<file path="src/rtl/uart_rx_majority_sampler.sv">
// Oversampling majority-vote bit sampler for the UART receiver.
// Ports: i_clk/i_reset (async, active high), i_rx_in serial line,
// i_data_samp_en enable, i_Prescale ratio, i_edge_cnt bit position;
// o_sample_bit voted bit, o_sample_valid 1-cycle strobe,
// o_noise_flag non-unanimous samples, o_cfg_err illegal prescale.
module uart_rx_majority_sampler #(
  parameter int PRESCALE_W   = 7,
  parameter int NUM_SAMPLES  = 3,
  parameter int MIN_PRESCALE = 4
) (
  input  logic                  i_clk,
  input  logic                  i_reset,
  input  logic                  i_rx_in,
  input  logic                  i_data_samp_en,
  input  logic [PRESCALE_W-1:0] i_Prescale,
  input  logic [PRESCALE_W-1:0] i_edge_cnt,
  output logic                  o_sample_bit,
  output logic                  o_sample_valid,
  output logic                  o_noise_flag,
  output logic                  o_cfg_err
);

  localparam int H  = (NUM_SAMPLES - 1) / 2;
  localparam int AW = PRESCALE_W + 1;
  localparam int CW = $clog2(NUM_SAMPLES + 1);

  generate
    if (NUM_SAMPLES < 1 || NUM_SAMPLES > 7 ||
        (NUM_SAMPLES % 2) == 0) begin : g_bad_num
      $error("NUM_SAMPLES must be odd and in 1..7");
    end
  endgenerate

  typedef enum logic [1:0] {
    IDLE,
    SAMPLE,
    DECIDE
  } state_t;

  state_t                 state;
  logic [NUM_SAMPLES-1:0] shreg;
  logic [CW-1:0]          cnt;

  logic [AW-1:0]          presc;
  logic [AW-1:0]          edge_w;
  logic [AW-1:0]          mid;
  logic [AW-1:0]          first;
  logic [NUM_SAMPLES-1:0] sh_next;
  logic [CW-1:0]          cnt_next;
  logic [CW-1:0]          ones;
  logic                   take;
  logic                   last_cap;

  assign presc  = {1'b0, i_Prescale};
  assign edge_w = {1'b0, i_edge_cnt};
  assign mid    = (presc >> 1) - AW'(1);
  assign first  = mid - AW'(H);

  assign o_cfg_err = i_Prescale[0] |
                     (presc < AW'(MIN_PRESCALE)) |
                     (presc < AW'(2 * (H + 1)));

  always_comb begin
    take     = 1'b0;
    sh_next  = NUM_SAMPLES'(i_rx_in);
    cnt_next = CW'(1);
    last_cap = (NUM_SAMPLES == 1);
    ones     = '0;
    unique case (state)
      IDLE: begin
        take = i_data_samp_en && (edge_w == first);
      end
      SAMPLE: begin
        // Each capture must land exactly on FIRST+count;
        // anything else means the edge counter moved under us.
        take     = i_data_samp_en &&
                   (edge_w == first + AW'(cnt));
        sh_next  = (shreg << 1) | NUM_SAMPLES'(i_rx_in);
        cnt_next = cnt + CW'(1);
        last_cap = (cnt == CW'(NUM_SAMPLES - 1));
      end
      default: begin
        take = 1'b0;
      end
    endcase
    for (int i = 0; i < NUM_SAMPLES; i++) begin
      ones = ones + CW'(sh_next[i]);
    end
  end

  // The vote is taken on the final capture edge so the strobe
  // is visible in the DECIDE cycle (edge count LAST+1).
  always_ff @(posedge i_clk or posedge i_reset) begin
    if (i_reset) begin
      state          <= IDLE;
      shreg          <= '0;
      cnt            <= '0;
      o_sample_bit   <= 1'b1;
      o_sample_valid <= 1'b0;
      o_noise_flag   <= 1'b0;
    end else begin
      o_sample_valid <= 1'b0;
      if (o_cfg_err) begin
        state <= IDLE;
      end else if (take) begin
        shreg <= sh_next;
        cnt   <= cnt_next;
        if (last_cap) begin
          state          <= DECIDE;
          o_sample_bit   <= (ones > CW'(H));
          o_noise_flag   <= (ones != '0) &&
                            (ones != CW'(NUM_SAMPLES));
          o_sample_valid <= 1'b1;
        end else begin
          state <= SAMPLE;
        end
      end else begin
        state <= IDLE;
      end
    end
  end

endmodule

</file>
<file path="config.mk">
export PLATFORM = sky130hd
export DESIGN_NAME = uart_rx_majority_sampler
export DESIGN_NICKNAME = d
export VERILOG_FILES = /design/src/rtl/uart_rx_majority_sampler.sv
export SDC_FILE = /design/constraint.sdc
export NUM_CORES = 1
export LEC_CHECK = 0
export ABC_AREA = 1
export CORE_ASPECT_RATIO = 0.8
export CORE_UTILIZATION = 40
export DETAILED_ROUTE_END_ITERATION = 16
export RECOVER_POWER = 100
export SETUP_SLACK_MARGIN = 0.4
export SLEW_MARGIN = 20
export SYNTH_ARGS = -nofsm -noshare
export SYNTH_HDL_FRONTEND = slang
export SYNTH_SLANG_ARGS = --single-unit
export TNS_END_PERCENT = 1
</file>
<file path="constraint.sdc">
create_clock -name i_clk -period 6.6 [get_ports i_clk]
set_clock_uncertainty 0.1 [all_clocks]
set_input_delay 1.32 -clock i_clk [delete_from_list [all_inputs] [get_ports i_clk]]
set_output_delay 1.32 -clock i_clk [all_outputs]
set_load 0.05 [all_outputs]
</file>
# Word-level counts from Yosys, hierarchy flattened
# Cells that the tools add are included.
# Widths: inputs -> output; s select.
[word_totals] inputBits=18 ff_bits=9 word_cells=40 out_inout_bits=4
[op_classes] reduce_logical=7 muxes=10 magnitude_cmp=2 n_addsub=6 bitwise=4 n_eq_ne=5
[ops] op="$eq 7x8->1" count=2
[ops] op="$add 8x2->8" count=1
[ops] op="$mux 2" count=4
[ops] op="$sub 7x2->8 const B" count=1
[ops] op="$lt 7x3->1 const B" count=1
[ops] op="$sub 6x1->7 const B" count=1
[ops] op="$mux 1" count=4
[ops] op="$logic_and 1x1->1" count=3
[ops] op="$mux 3" count=1
[ops] op="$or 3x1->3" count=1
[ops] op="$reduce_and 3->1" count=1
[ops] op="$add 1x1->2" count=1
[ops] op="$add 2x1->2" count=1
[ops] op="$add 2x1->2 const B" count=1
[ops] op="$eq 2x1->1 const B" count=1
[ops] op="$eq 2x2->1 const B" count=1
[ops] op="$gt 2x1->1 const B" count=1
[ops] op="$logic_not 2->1" count=1
[ops] op="$ne 2x2->1 const B" count=1
[ops] op="$or 1x1->1" count=2
[ops] op="$pmux 1 s2" count=1
[ops] op="$reduce_and 2->1" count=1
[ops] op="$reduce_bool 2->1" count=1
[ops] op="$not 1->1" count=1

# Depth between registers and ports, before layout
[depth] depth_word=8 depth_mapped=19 mapped_depth_nobuf=19

# Worst setup path before layout
# Ideal clock, no wire load.
[synth_path] kind="input to register" startpoint="input port i_Prescale[1]" endpoint="register o_noise_flag" slack_ns=3.007 path_buffers=0 setup_ns=0.118 arrival_ns=3.375 path_stages=16 required_time_ns=6.382 path_cell_list="inv_2 > ha_1 > xnor2_1 > inv_1 > fa_1 > inv_1 > nand3_1 > nand2_1 > xor2_1 > nand3_1 > a21oi_1 > nand2_1 > nor2_2 > nand4_1 > nand2_1 > nand2_1"
[synth_between] elab_chain_len=7 elab_cells_between_ends=13 cone_classes="add/sub (3); order compare (1); eq/ne (2); mux (1); bitwise (3); reduce/logical (3)"
[synth_rtl] element="start, declared" line="15" text="input logic [PRESCALE_W-1:0] i_Prescale,"
[synth_rtl] element="$sub 6x1->7" line="56" text="assign mid = (presc >> 1) - AW'(1);"
[synth_rtl] element="$sub 7x2->8" line="57" text="assign first = mid - AW'(H);"
[synth_rtl] element="$add 8x2->8" line="77" text="(edge_w == first + AW'(cnt));"
[synth_rtl] element="$eq 7x8->1" line="77"
[synth_rtl] element="$logic_and 1x1->1" line="76" text="take = i_data_samp_en &&"
[synth_rtl] element="$pmux 1 s2" line="69" text="unique case (state)"
[synth_rtl] element="$reduce_and 3->1 (no source line) *"
[synth_rtl] element="end signal, assigned" line="111" text="o_noise_flag <= (ones != '0) &&"
[synth_rtl] element="end, declared" line="19" text="output logic o_noise_flag,"
# Mark *: on every way between the ends. The rest lies on a longest branch, timed or not.
# A chain may end at the register's enable or synchronous reset.

# Worst setup path in the final report
[layout_path] startpoint="input port i_Prescale[3]" endpoint="output port o_cfg_err"
[layout_between] elab_chain_len=3
[layout_rtl] element="$lt 7x3->1 *" line="60, 61"
[layout_rtl] element="$or 1x1->1" line="59" text="assign o_cfg_err = i_Prescale[0] |"
[layout_rtl] element="$or 1x1->1 *" line="60" text="(presc < AW'(MIN_PRESCALE)) |"
[layout_rtl] element="end, declared" line="20" text="output logic o_cfg_err"
# Marks and branches as above.

==> flow_summary.toml <==
[clocking]
cts_buffers = 3
clkSlewWorstSetupHoldPaths_ns = 0.05
clock-root-buffer = "clkbuf_4"
clockBufferDepth = 2
clock_latency_ns = 0.27
cts_setup_buffers = 0
cts_tree = "built"
cts.sinks = 8
cts_hold_buf = 0
htreeDepth = 1
cts_resized = 0

[route]
drt_pre_antenna_iters = 4
routed-via-count = 1186
route.detailed.drc = 0
via_per_inst = 4.633
drtIter0Drc = 80
routed_wl_mm = 2.673
drtAntennaViolNets = 0
routedWlPerCell_um = 10.44

[die]
fp.coreArea_sq_um = 2744
initial_core_util_pct = 42.09
io_pins = 22
dieWidth_um = 62.08
row_count = 17
die-area_sq_um = 3107
die_h_um = 50.06

[global_routing]
overflow = 0
grt.total_usage_pct = 19.34
antenna_found_initial = 0
grt_max_degree = 11
grt_pass1_wl_mm = 4.450
grt_pass1_vias = 1026

[yosys]
ys_warn_count = 0
synth_top_area_share_pct = 21.13
syn-instance-count = 193
synth_edf_count = 0
yosys-top-cells-area = "nand2_1, dfrtp_1, inv_1"
syn_nets = 220
synthArstFlopShare_pct = 100.0
yosysSeqAreaShare_pct = 17.44
synth-seq-cells = 8
syn_avg_cell_area_sq_um = 5.984
synth_area_leader_cell = "nand2_1"
synthFlopType = "dfrtp_1"
syn_area_sq_um = 1155
synthDistinctLibCells = 25

[layout]
postLayoutCellArea_sq_um = 1424
syn_to_final_growth_pct = 23.29
fill_cells = 283
layout.nets = 246
drive_gt1_share_pct = 15.14
antenna_cells = 0
final_cells = 256

[critical_path]
crit_path_max_fanout = 3
r2r-end = "o_sample_bit"
crit_path_start = "i_Prescale[3]"
worstPathRequired_ns = 5.18
start_kind = "input pin"
crit_type = "input pin to primary output"
critPathMostFrequentCell = "nand2_1"
slowest_stage = "dlygate4sd3_1"
end_kind = "primary output"
cp_top_family = "buffers and inverters"
r2r_setup_slack_ns = 4.08
timing.rr.start = "cnt[0]"
worstPathArrival_ns = 3.17
cp_cell_sequence = "clkdlybuf4s50_1 -> inv_2 -> nand2_1 -> nor2_1 -> nand2_1 -> nand2_1 -> dlygate4sd3_1"
path_buf_inv = 3
reg2reg_depth = 15
max_stage_delay_ns = 0.87

[sta]
finalWorstPathRequiredPeriod_ns = 4.591
maxSlewViolCount = 0
setup_viol = 0
fin_ws_ns = 2.009
rsz0062_at_grt = "false"
slew_headroom_pct = 65.57
tns_ns = 0
fmaxAchievable_ghz = 0.2178
hold_violations = 0
hold_ws_ns = 0.3797
worstMarginPinSlew_ns = 0.5147
post-route-period-util_pct = 69.56

[placement]
placedInstanceArea_sq_um = 1413
hpwl_mm = 2.304
port_buffers = 21
dp_worst_setup_slack_ns = 2.099
dpl.cell_count = 252
place.gp.congestion = 0.7941

[power]
power.leakage_nw = 0.7734
power.density_nw_per_um2 = 111.7
clkPwrFrac_pct = 26.8
p_int_w = 0.0001010
switching_power_w = 0.00005801
power_frac_comb_pct = 39.3
ir_drop_v = 0.0001068
switching_share_pct = 36.47
seqPwrFrac_pct = 33.9

[min_path]
hp-class = "register to register"
hp-start = "o_sample_bit"
hold_path_end = "o_sample_bit"
holdPathStages = 2

[outcome]
status = "finished, final reports clean"

[run]
max_cap_violations = 0
-- tightest hold or removal path, cell delays in order, from the launching register on --
cell and delay (ns):
dfstp_2 0.36, nand2_1 0.05, nand2_1 0.06
-- power by group through the flow --
stage               clock network (W)  registers (W)  logic (W)
finish                      0.0000426      0.0000539  0.0000626
global placement                    0      0.0000544  0.0000619
CTS                         0.0000430      0.0000539  0.0000640
global route                0.0000463      0.0000543  0.0000716
detailed placement                  0      0.0000548  0.0000634
floorplan                           0      0.0000539  0.0000425
-- cells in the final DEF, fill, tap and decap left out, types with 5 or more instances in the layout --
cell type	n
nand3_1	17
nand2_1	65
dlygate4sd3_1	6
nand3_2	5
ha_1	7
nand2_2	10
dfrtp_1	7
inv_2	6
clkdlybuf4s50_1	15
nor2_1	14
nor2_2	5
inv_1	33
-- cells by family after synthesis --
kind of cell	Yosys count	synth area share (%)
xor+xnor	2	1.517
fa+ha+maj	9	11.05
buf+inv	39	12.68
compound gates	12	6.176
simple gates	123	51.14
flops	8	17.44
-- routing by layer --
| layer | global-route usage (%) | part of all wire [%] | vias to the layer above |
|---|---|---|---|
| met4 | 2.222 | 0 | 0 |
| met3 | 4.724 | 5.1 | 0 |
| met1 | 29.05 | 53 | 519 |
| met2 | 28.37 | 42 | 25 |
| met5 | 0 | 0 | - |
| li1 | - | - | 642 |
-- final cells by class --
class	count	area, sq um	share of cell area, %
flip-flops and latches	8	201.4	14.15
inverters	39	146.4	10.28
well taps	38	47.55	3.339
clock buffers	4	26.28	1.845
multi-input cells	146	792.0	55.62
repair buffers	21	210.2	14.76
-- Yosys cell counts, types with 2 or more instances --
library cell and instances:
a21oi_1 2, nand3_2 6, nand4_1 4, nand2_2 10
nor2_2 6, o21ai_0 2, o211ai_1 2, ha_1 7
inv_1 32, o21ai_1 4, inv_2 7, fa_1 2
nand2_1 65, dfrtp_1 7, nand3_1 16, nor2_1 12
-- how the worst max path moves through the flow --
stage / endpoint / slack (ns) / depth (start not counted)
floorplan: o_noise_flag / 3.01 / 16
global placement: o_cfg_err / 2.09 / 7
detailed placement: o_cfg_err / 2.10 / 7
CTS: o_cfg_err / 2.09 / 7
global route: cnt[1] / 1.82 / 17
finish: o_cfg_err / 2.01 / 7
-- state kept, by name (all words and copies together), names as in the netlist --
signal,cells
cnt,2
o_noise_flag,1
o_sample_bit,1
o_sample_valid,1
shreg,2
state,1
-- metrics by stage --
step | total power, W | util (%)
floorplan | 0.00009641 | -
CTS | 0.0001609 | 52.44
global placement | 0.0001163 | 51.48
detailed placement | 0.0001182 | 51.48
finish | 0.0001591 | 51.89
global route | 0.0001722 | 51.89
Note: power is estimated with default switching activity, not from simulation.
